===== config.mk =====
export PLATFORM = sky130hd
export DESIGN_NAME = alu_writeback_stage_flat
export DESIGN_NICKNAME = d
export VERILOG_FILES = /design/src/rtl/alu_writeback_stage_pkg.sv /design/src/rtl/alu_writeback_stage_if.sv /design/src/rtl/alu_writeback_stage_fifo.sv /design/src/rtl/alu_writeback_stage.sv /design/src/flat_wrapper.sv
export SDC_FILE = /design/constraint.sdc
export NUM_CORES = 1
export LEC_CHECK = 0
export CAP_MARGIN = 10
export CORE_MARGIN = 4
export CORE_UTILIZATION = 49
export CTS_BUF_LIST = sky130_fd_sc_hd__clkbuf_16
export CTS_CLUSTER_SIZE = 20
export DETAILED_ROUTE_END_ITERATION = 10
export GPL_ROUTABILITY_DRIVEN = 0
export PLACE_DENSITY = 0.83
export RECOVER_POWER = 100
export SETUP_SLACK_MARGIN = 0.15
export SLEW_MARGIN = 15
export SYNTH_ARGS = -nofsm -noshare
export SYNTH_HDL_FRONTEND = slang
export SYNTH_SLANG_ARGS = --single-unit

===== constraint.sdc =====
create_clock -name clk -period 3.7 [get_ports clk]
set_clock_uncertainty 0.2 [all_clocks]
set_input_delay 0.74 -clock clk [delete_from_list [all_inputs] [get_ports clk]]
set_output_delay 0.74 -clock clk [all_outputs]
set_load 0.01 [all_outputs]

===== src/rtl/alu_writeback_stage_pkg.sv =====
// Shared types and widths for the ALU writeback stage: the sequencer
// state encoding, the buffered result entry, and a register-index helper.
package pkg_wb;

  localparam int DATA_WIDTH    = 8;
  localparam int FLAGS_WIDTH   = 4;
  localparam int REG_IDX_WIDTH = 4;
  localparam int FIFO_DEPTH    = 2;

  typedef enum logic [1:0] {
    IDLE  = 2'd0,
    WR_LO = 2'd1,
    WR_HI = 2'd2,
    NO_WR = 2'd3
  } wb_state_e;

  typedef struct packed {
    logic [DATA_WIDTH-1:0]    res_lo;
    logic [DATA_WIDTH-1:0]    res_hi;
    logic [FLAGS_WIDTH-1:0]   flags;
    logic [REG_IDX_WIDTH-1:0] dest;
    logic                     is_pair;
    logic                     wr_result;
    logic                     wr_flags;
  } wb_entry;

  // Register index for one byte of a result. Pairs are aligned down to an
  // even/odd register couple; single bytes keep their index unchanged.
  function automatic logic [REG_IDX_WIDTH-1:0] byte_addr(
    input logic [REG_IDX_WIDTH-1:0] dest,
    input logic                     is_pair,
    input logic                     hi_byte
  );
    return {dest[REG_IDX_WIDTH-1:1], hi_byte | (dest[0] & ~is_pair)};
  endfunction

endpackage


===== src/rtl/alu_writeback_stage_if.sv =====
// Result-input handshake and register-file write bus of the writeback stage.
// Handshake: a result transfers on a rising clk edge where in_valid and
// in_ready are both 1; in_ready depends only on registered state, never on
// in_valid, and the producer must hold the result stable while in_valid is 1
// and in_ready is 0.
interface alu_writeback_stage_if;
  import pkg_wb::*;

  logic                     in_valid;
  logic                     in_ready;
  logic [DATA_WIDTH-1:0]    in_res_lo;
  logic [DATA_WIDTH-1:0]    in_res_hi;
  logic [FLAGS_WIDTH-1:0]   in_flags;
  logic [REG_IDX_WIDTH-1:0] in_dest;
  logic                     in_is_pair;
  logic                     in_wr_result;
  logic                     in_wr_flags;
  logic                     rf_wr_en;
  logic [REG_IDX_WIDTH-1:0] rf_wr_addr;
  logic [DATA_WIDTH-1:0]    rf_wr_data;

  // ALU / bench side
  modport master (
    output in_valid, in_res_lo, in_res_hi, in_flags, in_dest,
           in_is_pair, in_wr_result, in_wr_flags,
    input  in_ready, rf_wr_en, rf_wr_addr, rf_wr_data
  );

  // Writeback stage side
  modport slave (
    input  in_valid, in_res_lo, in_res_hi, in_flags, in_dest,
           in_is_pair, in_wr_result, in_wr_flags,
    output in_ready, rf_wr_en, rf_wr_addr, rf_wr_data
  );

endinterface


===== src/rtl/alu_writeback_stage_fifo.sv =====
// Small synchronous FIFO of writeback entries. Flush empties it and wins
// over a simultaneous push or pop. DEPTH must be a power of two so the
// pointers wrap naturally.
module wb_result_fifo
  import pkg_wb::*;
#(
  parameter int DEPTH = FIFO_DEPTH
) (
  input  logic    clk,
  input  logic    reset_n,
  input  logic    flush,
  input  logic    push,
  input  wb_entry push_data,
  input  logic    pop,
  output wb_entry pop_data,
  output logic    full,
  output logic    empty
);

  localparam int PW = $clog2(DEPTH);
  localparam int CW = $clog2(DEPTH + 1);

  wb_entry         mem_q [DEPTH];
  logic [PW-1:0]   wr_ptr_q, wr_ptr_d;
  logic [PW-1:0]   rd_ptr_q, rd_ptr_d;
  logic [CW-1:0]   count_q, count_d;
  logic            do_push;
  logic            do_pop;

  assign full     = (count_q == CW'(DEPTH));
  assign empty    = (count_q == '0);
  assign do_push  = push && !full && !flush;
  assign do_pop   = pop && !empty && !flush;
  assign pop_data = mem_q[rd_ptr_q];

  // Pointer and occupancy update
  always_comb begin
    wr_ptr_d = wr_ptr_q;
    rd_ptr_d = rd_ptr_q;
    count_d  = count_q;
    if (flush) begin
      wr_ptr_d = '0;
      rd_ptr_d = '0;
      count_d  = '0;
    end else begin
      if (do_push) wr_ptr_d = wr_ptr_q + PW'(1);
      if (do_pop)  rd_ptr_d = rd_ptr_q + PW'(1);
      if (do_push && !do_pop)      count_d = count_q + CW'(1);
      else if (do_pop && !do_push) count_d = count_q - CW'(1);
    end
  end

  // Pointer and occupancy registers
  always_ff @(posedge clk or negedge reset_n) begin
    if (!reset_n) begin
      wr_ptr_q <= '0;
      rd_ptr_q <= '0;
      count_q  <= '0;
    end else begin
      wr_ptr_q <= wr_ptr_d;
      rd_ptr_q <= rd_ptr_d;
      count_q  <= count_d;
    end
  end

  // Storage array; contents are don't-care while empty so no reset needed
  always_ff @(posedge clk) begin
    if (do_push) mem_q[wr_ptr_q] <= push_data;
  end

endmodule


===== src/rtl/alu_writeback_stage.sv =====
// Writeback stage behind the ALU: buffers results, sequences them onto the
// single byte-wide register-file write port (two cycles for pairs) and owns
// the architectural flags register that feeds back into the ALU.
module alu_writeback_stage
  import pkg_wb::*;
(
  input  logic                   clk,
  input  logic                   reset_n,
  input  logic                   flush,
  alu_writeback_stage_if.slave   wb,
  output logic [FLAGS_WIDTH-1:0] proc_flags,
  output logic                   busy,
  output wb_state_e              dbg_state
);

  wb_entry   head;
  wb_entry   push_entry;
  logic      fifo_full;
  logic      fifo_empty;
  logic      pop;
  logic      finishing;

  wb_state_e                state_q, state_d;
  logic                     rf_wr_en_q, rf_wr_en_d;
  logic [REG_IDX_WIDTH-1:0] rf_wr_addr_q, rf_wr_addr_d;
  logic [DATA_WIDTH-1:0]    rf_wr_data_q, rf_wr_data_d;
  logic [FLAGS_WIDTH-1:0]   proc_flags_q, proc_flags_d;
  // Working copy of the entry being written; only what later cycles need
  logic [DATA_WIDTH-1:0]    cur_hi_q, cur_hi_d;
  logic [REG_IDX_WIDTH-1:0] cur_hi_addr_q, cur_hi_addr_d;
  logic                     cur_pair_q, cur_pair_d;
  logic [FLAGS_WIDTH-1:0]   cur_flags_q, cur_flags_d;
  logic                     cur_wr_flags_q, cur_wr_flags_d;

  assign push_entry = '{
    res_lo:    wb.in_res_lo,
    res_hi:    wb.in_res_hi,
    flags:     wb.in_flags,
    dest:      wb.in_dest,
    is_pair:   wb.in_is_pair,
    wr_result: wb.in_wr_result,
    wr_flags:  wb.in_wr_flags
  };

  wb_result_fifo #(.DEPTH(FIFO_DEPTH)) u_fifo (
    .clk       (clk),
    .reset_n   (reset_n),
    .flush     (flush),
    .push      (wb.in_valid),
    .push_data (push_entry),
    .pop       (pop),
    .pop_data  (head),
    .full      (fifo_full),
    .empty     (fifo_empty)
  );

  // The current entry ends this cycle: single-byte write, hi byte, or no-write
  assign finishing = (state_q == WR_LO && !cur_pair_q) ||
                     (state_q == WR_HI) || (state_q == NO_WR);
  assign pop       = !fifo_empty && !flush && (state_q == IDLE || finishing);

  // Sequencer next state, registered write-port outputs and flags commit
  always_comb begin
    state_d        = state_q;
    rf_wr_en_d     = 1'b0;
    rf_wr_addr_d   = rf_wr_addr_q;
    rf_wr_data_d   = rf_wr_data_q;
    proc_flags_d   = proc_flags_q;
    cur_hi_d       = cur_hi_q;
    cur_hi_addr_d  = cur_hi_addr_q;
    cur_pair_d     = cur_pair_q;
    cur_flags_d    = cur_flags_q;
    cur_wr_flags_d = cur_wr_flags_q;

    if (finishing && cur_wr_flags_q) proc_flags_d = cur_flags_q;

    case (state_q)
      IDLE: state_d = IDLE;
      WR_LO: begin
        if (cur_pair_q) begin
          state_d      = WR_HI;
          rf_wr_en_d   = 1'b1;
          rf_wr_addr_d = cur_hi_addr_q;
          rf_wr_data_d = cur_hi_q;
        end else begin
          state_d = IDLE;
        end
      end
      WR_HI:   state_d = IDLE;
      NO_WR:   state_d = IDLE;
      default: state_d = IDLE;
    endcase

    // Load the next entry straight from the FIFO head so entries run back to back
    if (pop) begin
      cur_hi_d       = head.res_hi;
      cur_hi_addr_d  = byte_addr(head.dest, head.is_pair, 1'b1);
      cur_pair_d     = head.is_pair;
      cur_flags_d    = head.flags;
      cur_wr_flags_d = head.wr_flags;
      if (head.wr_result) begin
        state_d      = WR_LO;
        rf_wr_en_d   = 1'b1;
        rf_wr_addr_d = byte_addr(head.dest, head.is_pair, 1'b0);
        rf_wr_data_d = head.res_lo;
      end else begin
        state_d = NO_WR;
      end
    end

    if (flush) begin
      state_d      = IDLE;
      rf_wr_en_d   = 1'b0;
      proc_flags_d = proc_flags_q;
    end
  end

  // Sequencer state and output registers
  always_ff @(posedge clk or negedge reset_n) begin
    if (!reset_n) begin
      state_q        <= IDLE;
      rf_wr_en_q     <= 1'b0;
      rf_wr_addr_q   <= '0;
      rf_wr_data_q   <= '0;
      proc_flags_q   <= '0;
      cur_hi_q       <= '0;
      cur_hi_addr_q  <= '0;
      cur_pair_q     <= 1'b0;
      cur_flags_q    <= '0;
      cur_wr_flags_q <= 1'b0;
    end else begin
      state_q        <= state_d;
      rf_wr_en_q     <= rf_wr_en_d;
      rf_wr_addr_q   <= rf_wr_addr_d;
      rf_wr_data_q   <= rf_wr_data_d;
      proc_flags_q   <= proc_flags_d;
      cur_hi_q       <= cur_hi_d;
      cur_hi_addr_q  <= cur_hi_addr_d;
      cur_pair_q     <= cur_pair_d;
      cur_flags_q    <= cur_flags_d;
      cur_wr_flags_q <= cur_wr_flags_d;
    end
  end

  assign wb.in_ready   = !fifo_full;
  assign wb.rf_wr_en   = rf_wr_en_q;
  assign wb.rf_wr_addr = rf_wr_addr_q;
  assign wb.rf_wr_data = rf_wr_data_q;
  assign proc_flags    = proc_flags_q;
  assign busy          = !fifo_empty || (state_q != IDLE);
  assign dbg_state     = state_q;

endmodule


===== src/flat_wrapper.sv =====
// flat-port wrapper written by rule: the top's interface ports become plain ports
module alu_writeback_stage_flat import pkg_wb::*;
  (clk, reset_n, flush, proc_flags, busy, dbg_state, wb_in_valid, wb_in_res_lo, wb_in_res_hi, wb_in_flags, wb_in_dest, wb_in_is_pair, wb_in_wr_result, wb_in_wr_flags, wb_in_ready, wb_rf_wr_en, wb_rf_wr_addr, wb_rf_wr_data);
  alu_writeback_stage_if wb_i ();
  input  logic clk;
  input  logic reset_n;
  input  logic flush;
  output logic [FLAGS_WIDTH-1:0] proc_flags;
  output logic busy;
  output wb_state_e dbg_state;
  input wire logic [$bits(wb_i.in_valid)-1:0] wb_in_valid;
  input wire logic [$bits(wb_i.in_res_lo)-1:0] wb_in_res_lo;
  input wire logic [$bits(wb_i.in_res_hi)-1:0] wb_in_res_hi;
  input wire logic [$bits(wb_i.in_flags)-1:0] wb_in_flags;
  input wire logic [$bits(wb_i.in_dest)-1:0] wb_in_dest;
  input wire logic [$bits(wb_i.in_is_pair)-1:0] wb_in_is_pair;
  input wire logic [$bits(wb_i.in_wr_result)-1:0] wb_in_wr_result;
  input wire logic [$bits(wb_i.in_wr_flags)-1:0] wb_in_wr_flags;
  output wire logic [$bits(wb_i.in_ready)-1:0] wb_in_ready;
  output wire logic [$bits(wb_i.rf_wr_en)-1:0] wb_rf_wr_en;
  output wire logic [$bits(wb_i.rf_wr_addr)-1:0] wb_rf_wr_addr;
  output wire logic [$bits(wb_i.rf_wr_data)-1:0] wb_rf_wr_data;
  assign wb_i.in_valid = wb_in_valid;
  assign wb_i.in_res_lo = wb_in_res_lo;
  assign wb_i.in_res_hi = wb_in_res_hi;
  assign wb_i.in_flags = wb_in_flags;
  assign wb_i.in_dest = wb_in_dest;
  assign wb_i.in_is_pair = wb_in_is_pair;
  assign wb_i.in_wr_result = wb_in_wr_result;
  assign wb_i.in_wr_flags = wb_in_wr_flags;
  assign wb_in_ready = wb_i.in_ready;
  assign wb_rf_wr_en = wb_i.rf_wr_en;
  assign wb_rf_wr_addr = wb_i.rf_wr_addr;
  assign wb_rf_wr_data = wb_i.rf_wr_data;
  alu_writeback_stage u_core (.clk(clk), .reset_n(reset_n), .flush(flush), .wb(wb_i), .proc_flags(proc_flags), .busy(busy), .dbg_state(dbg_state));
endmodule

==> summary.txt <==
Layout
  • Register Area: about 0.0026 sq mm
  • Area Growth Syn to Fin: 18.35%
  • Final nets: between 300 and 400
  • Commonest cells after routing, fill and taps aside: edfxtp_1 (54), dlygate4sd3_1 (50), dfrtp_1 (41), o21ai_0 (28), nand2_1 (16)
  • Diodes inserted: 0
  • Fill count: 592
  • Share of post-route cells with drive strength above 1: 0.1079
  • Most common cell after layout, fill and taps aside: edfxtp_1
  • Multi-input gate area: ~0.0010 sq mm
  • Final Non-Filler Cells: around 420

Timing
  • F_max: about 0.32 GHz
  • Slew margin rel.: -0.4149
  • Setup_tns: 0 ps
  • Final hold violations: 0
  • RSZ-0062 raised after global routing: false
  • Max-slew violations: 70
  • Setup violators final: 0
  • Period minus WS final: between 3000 and 4000 ps
  • Period Utilization, post-route: 0.8481
  • Worst slew pin tran: roughly 2100 ps

Outcome
  • Failing checks: capacitance limit, slew limit
  • Status: finished with violations

Synth
  • Syn Nets: a little under 300
  • Cell count after synthesis: 260
  • Largest family of logic cells by synthesized area: compound AO/OA/AOI/OAI gates
  • Largest cells by area after synthesis: edfxtp_1 (41%), dfrtp_1 (26%), mux2i_1 (3.8%)
  • Seq cells post-synth: 95
  • Synth Area in XOR/XNOR: 0
  • Synth Area in Adders: 0
  • Average cell area after synthesis: about 15 sq um
  • Post-synthesis compound-gate area fraction: 0.1423
  • YS warnings: 0
  • Post-synth cell types: 42
  • Post-synth EDFFs: 54
  • Sequential area share after synthesis: 0.6707
  • Biggest area consumer among synthesized cells: edfxtp_1
  • Top-area cell type share of the netlist area: 0.4108
  • Mapped Area: between 0.003 and 0.004 sq mm
  • Async SR Flop Fraction: 0.4316
  • Synth Area in Simple Gates: 0.06878
  • Mux contribution to synthesized area: 0.07861
  • Ys flop type: edfxtp_1

Detailed routing
  • WL final: 7358 um
  • Via count: 2316
  • Drt drc: 0
  • Drt first-iter violations: 167
  • Avg Vias per Cell: ~5.6
  • Routed wire per std cell: ~18 um
  • Router iterations before antenna repair: 4
  • Post-DRT Antenna Nets: 0

Power and ir drop
  • Comb pwr share: 0.181
  • Sw Pwr: 713.6 uW
  • Worst VDD drop: between 0.3 and 0.4 mV
  • Static leakage: around 0.0017 uW
  • Sw frac: 0.2486
  • Seq pwr share: 0.492
  • Tot Pwr: ~2900 uW
  • Pwr Density: 614.3 mW/mm^2
  • Internal power: around 2200 uW
  • Clk pwr share: 0.327

Setup path
  • CP Launch Type: primary input
  • CP endpoint kind: flop
  • CP max stage delay: 720 ps
  • Worst Path Arrival: between 3000 and 4000 ps
  • Crit path max fanout: 15
  • Largest delay share family, worst path: buffers and inverters
  • Setup Crit Path Kind: in -> reg
  • Buffers and inverters on the worst path: 2
  • Worst path cell trace: dlygate4sd3_1 > o21ba_1 > nand2_1 > inv_2 > mux2_1
  • Required time of the critical path: around 3700 ps
  • CP max stage cell: dlygate4sd3_1

GRT
  • Initial antenna violation count: 0
  • Gr usage total: 0.1621
  • Total gr overflow: 0
  • Largest net degree at the start of global routing: 42
  • Vias in the first global route: approximately 2300
  • First-pass GRT wire length: 12030 um

Clock tree
  • Root buffer cell: clkbuf_16
  • CTS tree: built
  • H-tree Lvls: 3
  • Resized cells post-CTS: 0
  • Clock transition at path regs: roughly 60 ps
  • Setup Buffers After CTS: 0
  • Worst-Skew Late Latency: 330 ps
  • CTS Buf Count: 9
  • Hold_buf cts: 0
  • Number of clock sinks: 95
  • CTS max path bufs: 2

Min path
  • Min-Delay Path Class: reg -> reg

Die
  • Row count: 32
  • DIE AREA: 0.009556 sq mm
  • Core ar.: a little under 0.008 sq mm
  • I/O pin count: 52
  • Starting Density: 0.5082
  • Die extent in y: ~100 um
  • Die Wd: between 90 and 100 um

Placement
  • Hpwl dp: 4914 um
  • Inst Count DP: around 400
  • Buffers on Ports: roughly 50

Flow run
  • Max cap viols: 2
==> power by group through the flow <==
stage               logic, uW  registers, uW  clock network [uW]
finish                    520           1410                 938
global route              563           1440                1000
CTS                       592           1420                 957
detailed placement        589           1440                   0
global placement          569           1440                   0
floorplan                 291           1440                   0
==> worst paths after layout <==
path	startpoint	endpoint	slack, ps	depth (start not counted)
worst max-delay path	flush	u_core.cur_hi_addr_q[3]$_DFFE_PN0N_	560	5
worst max register to register	u_core.u_fifo.count_q[0]$_DFFE_PN0P_	u_core.wb.rf_wr_data[5]$_DFF_PN0_	840	3
worst min-delay path	u_core.cur_hi_q[1]$_DFFE_PN0N_	u_core.wb.rf_wr_data[1]$_DFF_PN0_	280	2
max in group asynchronous	reset_n	u_core.u_fifo.wr_ptr_q$_DFFE_PN0P_	1270	1
min in group asynchronous	reset_n	u_core.proc_flags[2]$_DFFE_PN0P_	820	1
worst min register to register	u_core.cur_hi_q[1]$_DFFE_PN0N_	u_core.wb.rf_wr_data[1]$_DFF_PN0_	280	2
==> cell families (layout without fill, tap and decap cells) <==
| logic type | count (synthesis) | after routing |
|---|---|---|
| AND/OR/NAND/NOR | 47 | 47 |
| flip-flops | 95 | 95 |
| multiplexers | 27 | 27 |
| AO/OA/AOI/OAI | 71 | 71 |
| buffers and inverters | 20 | 75 |
==> synthesized netlist by cell type, types with 4 or more instances <==
library cell	count
mux2_4	6
dfrtp_1	41
buf_6	7
a2111oi_4	5
mux2_2	5
nand2_1	15
o21ai_0	27
nor2b_1	12
o31ai_1	7
edfxtp_1	54
mux2i_1	15
a21oi_1	14
o31ai_2	4
buf_2	4
==> state kept, by name, summed over array words and instances (netlist names) <==
name / cells
u_core.u_fifo.mem_q: 54
u_core.cur_hi_q: 8
u_core.wb.rf_wr_data: 8
u_core.cur_flags_q: 4
u_core.cur_hi_addr_q: 4
u_core.proc_flags: 4
u_core.wb.rf_wr_addr: 4
u_core.dbg_state: 2
u_core.u_fifo.count_q: 2
u_core.cur_pair_q: 1
u_core.cur_wr_flags_q: 1
u_core.u_fifo.rd_ptr_q: 1
u_core.u_fifo.wr_ptr_q: 1
u_core.wb.rf_wr_en: 1
==> stage by stage <==
step                hold WS [ps]    util  cell area, sq um  setup slack, ps
CTS                        272.8  0.6176              4797             1009
global placement           249.6  0.5781              4491            757.2
global route               292.2  0.6015              4672            444.4
detailed placement         257.1  0.5781              4491            664.9
floorplan                  234.6       -              3953            235.6
finish                     275.2  0.6015              4672            562.2
==> worst register-to-register path, delay by kind of cell (launching register included) <==
kind / cells / cell delay, ps
AO/OA/AOI/OAI: 3 / 2090
flip-flops: 1 / 470
==> routing by layer <==
metal	global-route usage	part of all wire	wire [um]
met1	0.1986	0.41	3037
met2	0.2662	0.51	3748
met3	0.04071	0.052	384
met4	0.08520	0.026	188
met5	0	0	0
==> final cells by class <==
class,instances,share of cell area
tap,102,0.02732
sequential,95,0.5667
clock inverter,7,0.01741
inverter,3,0.002410
clock buffer,9,0.04821
timing repair buffer,56,0.1154
multi-input combinational,145,0.2226
Power figures use the tool's default switching activity.
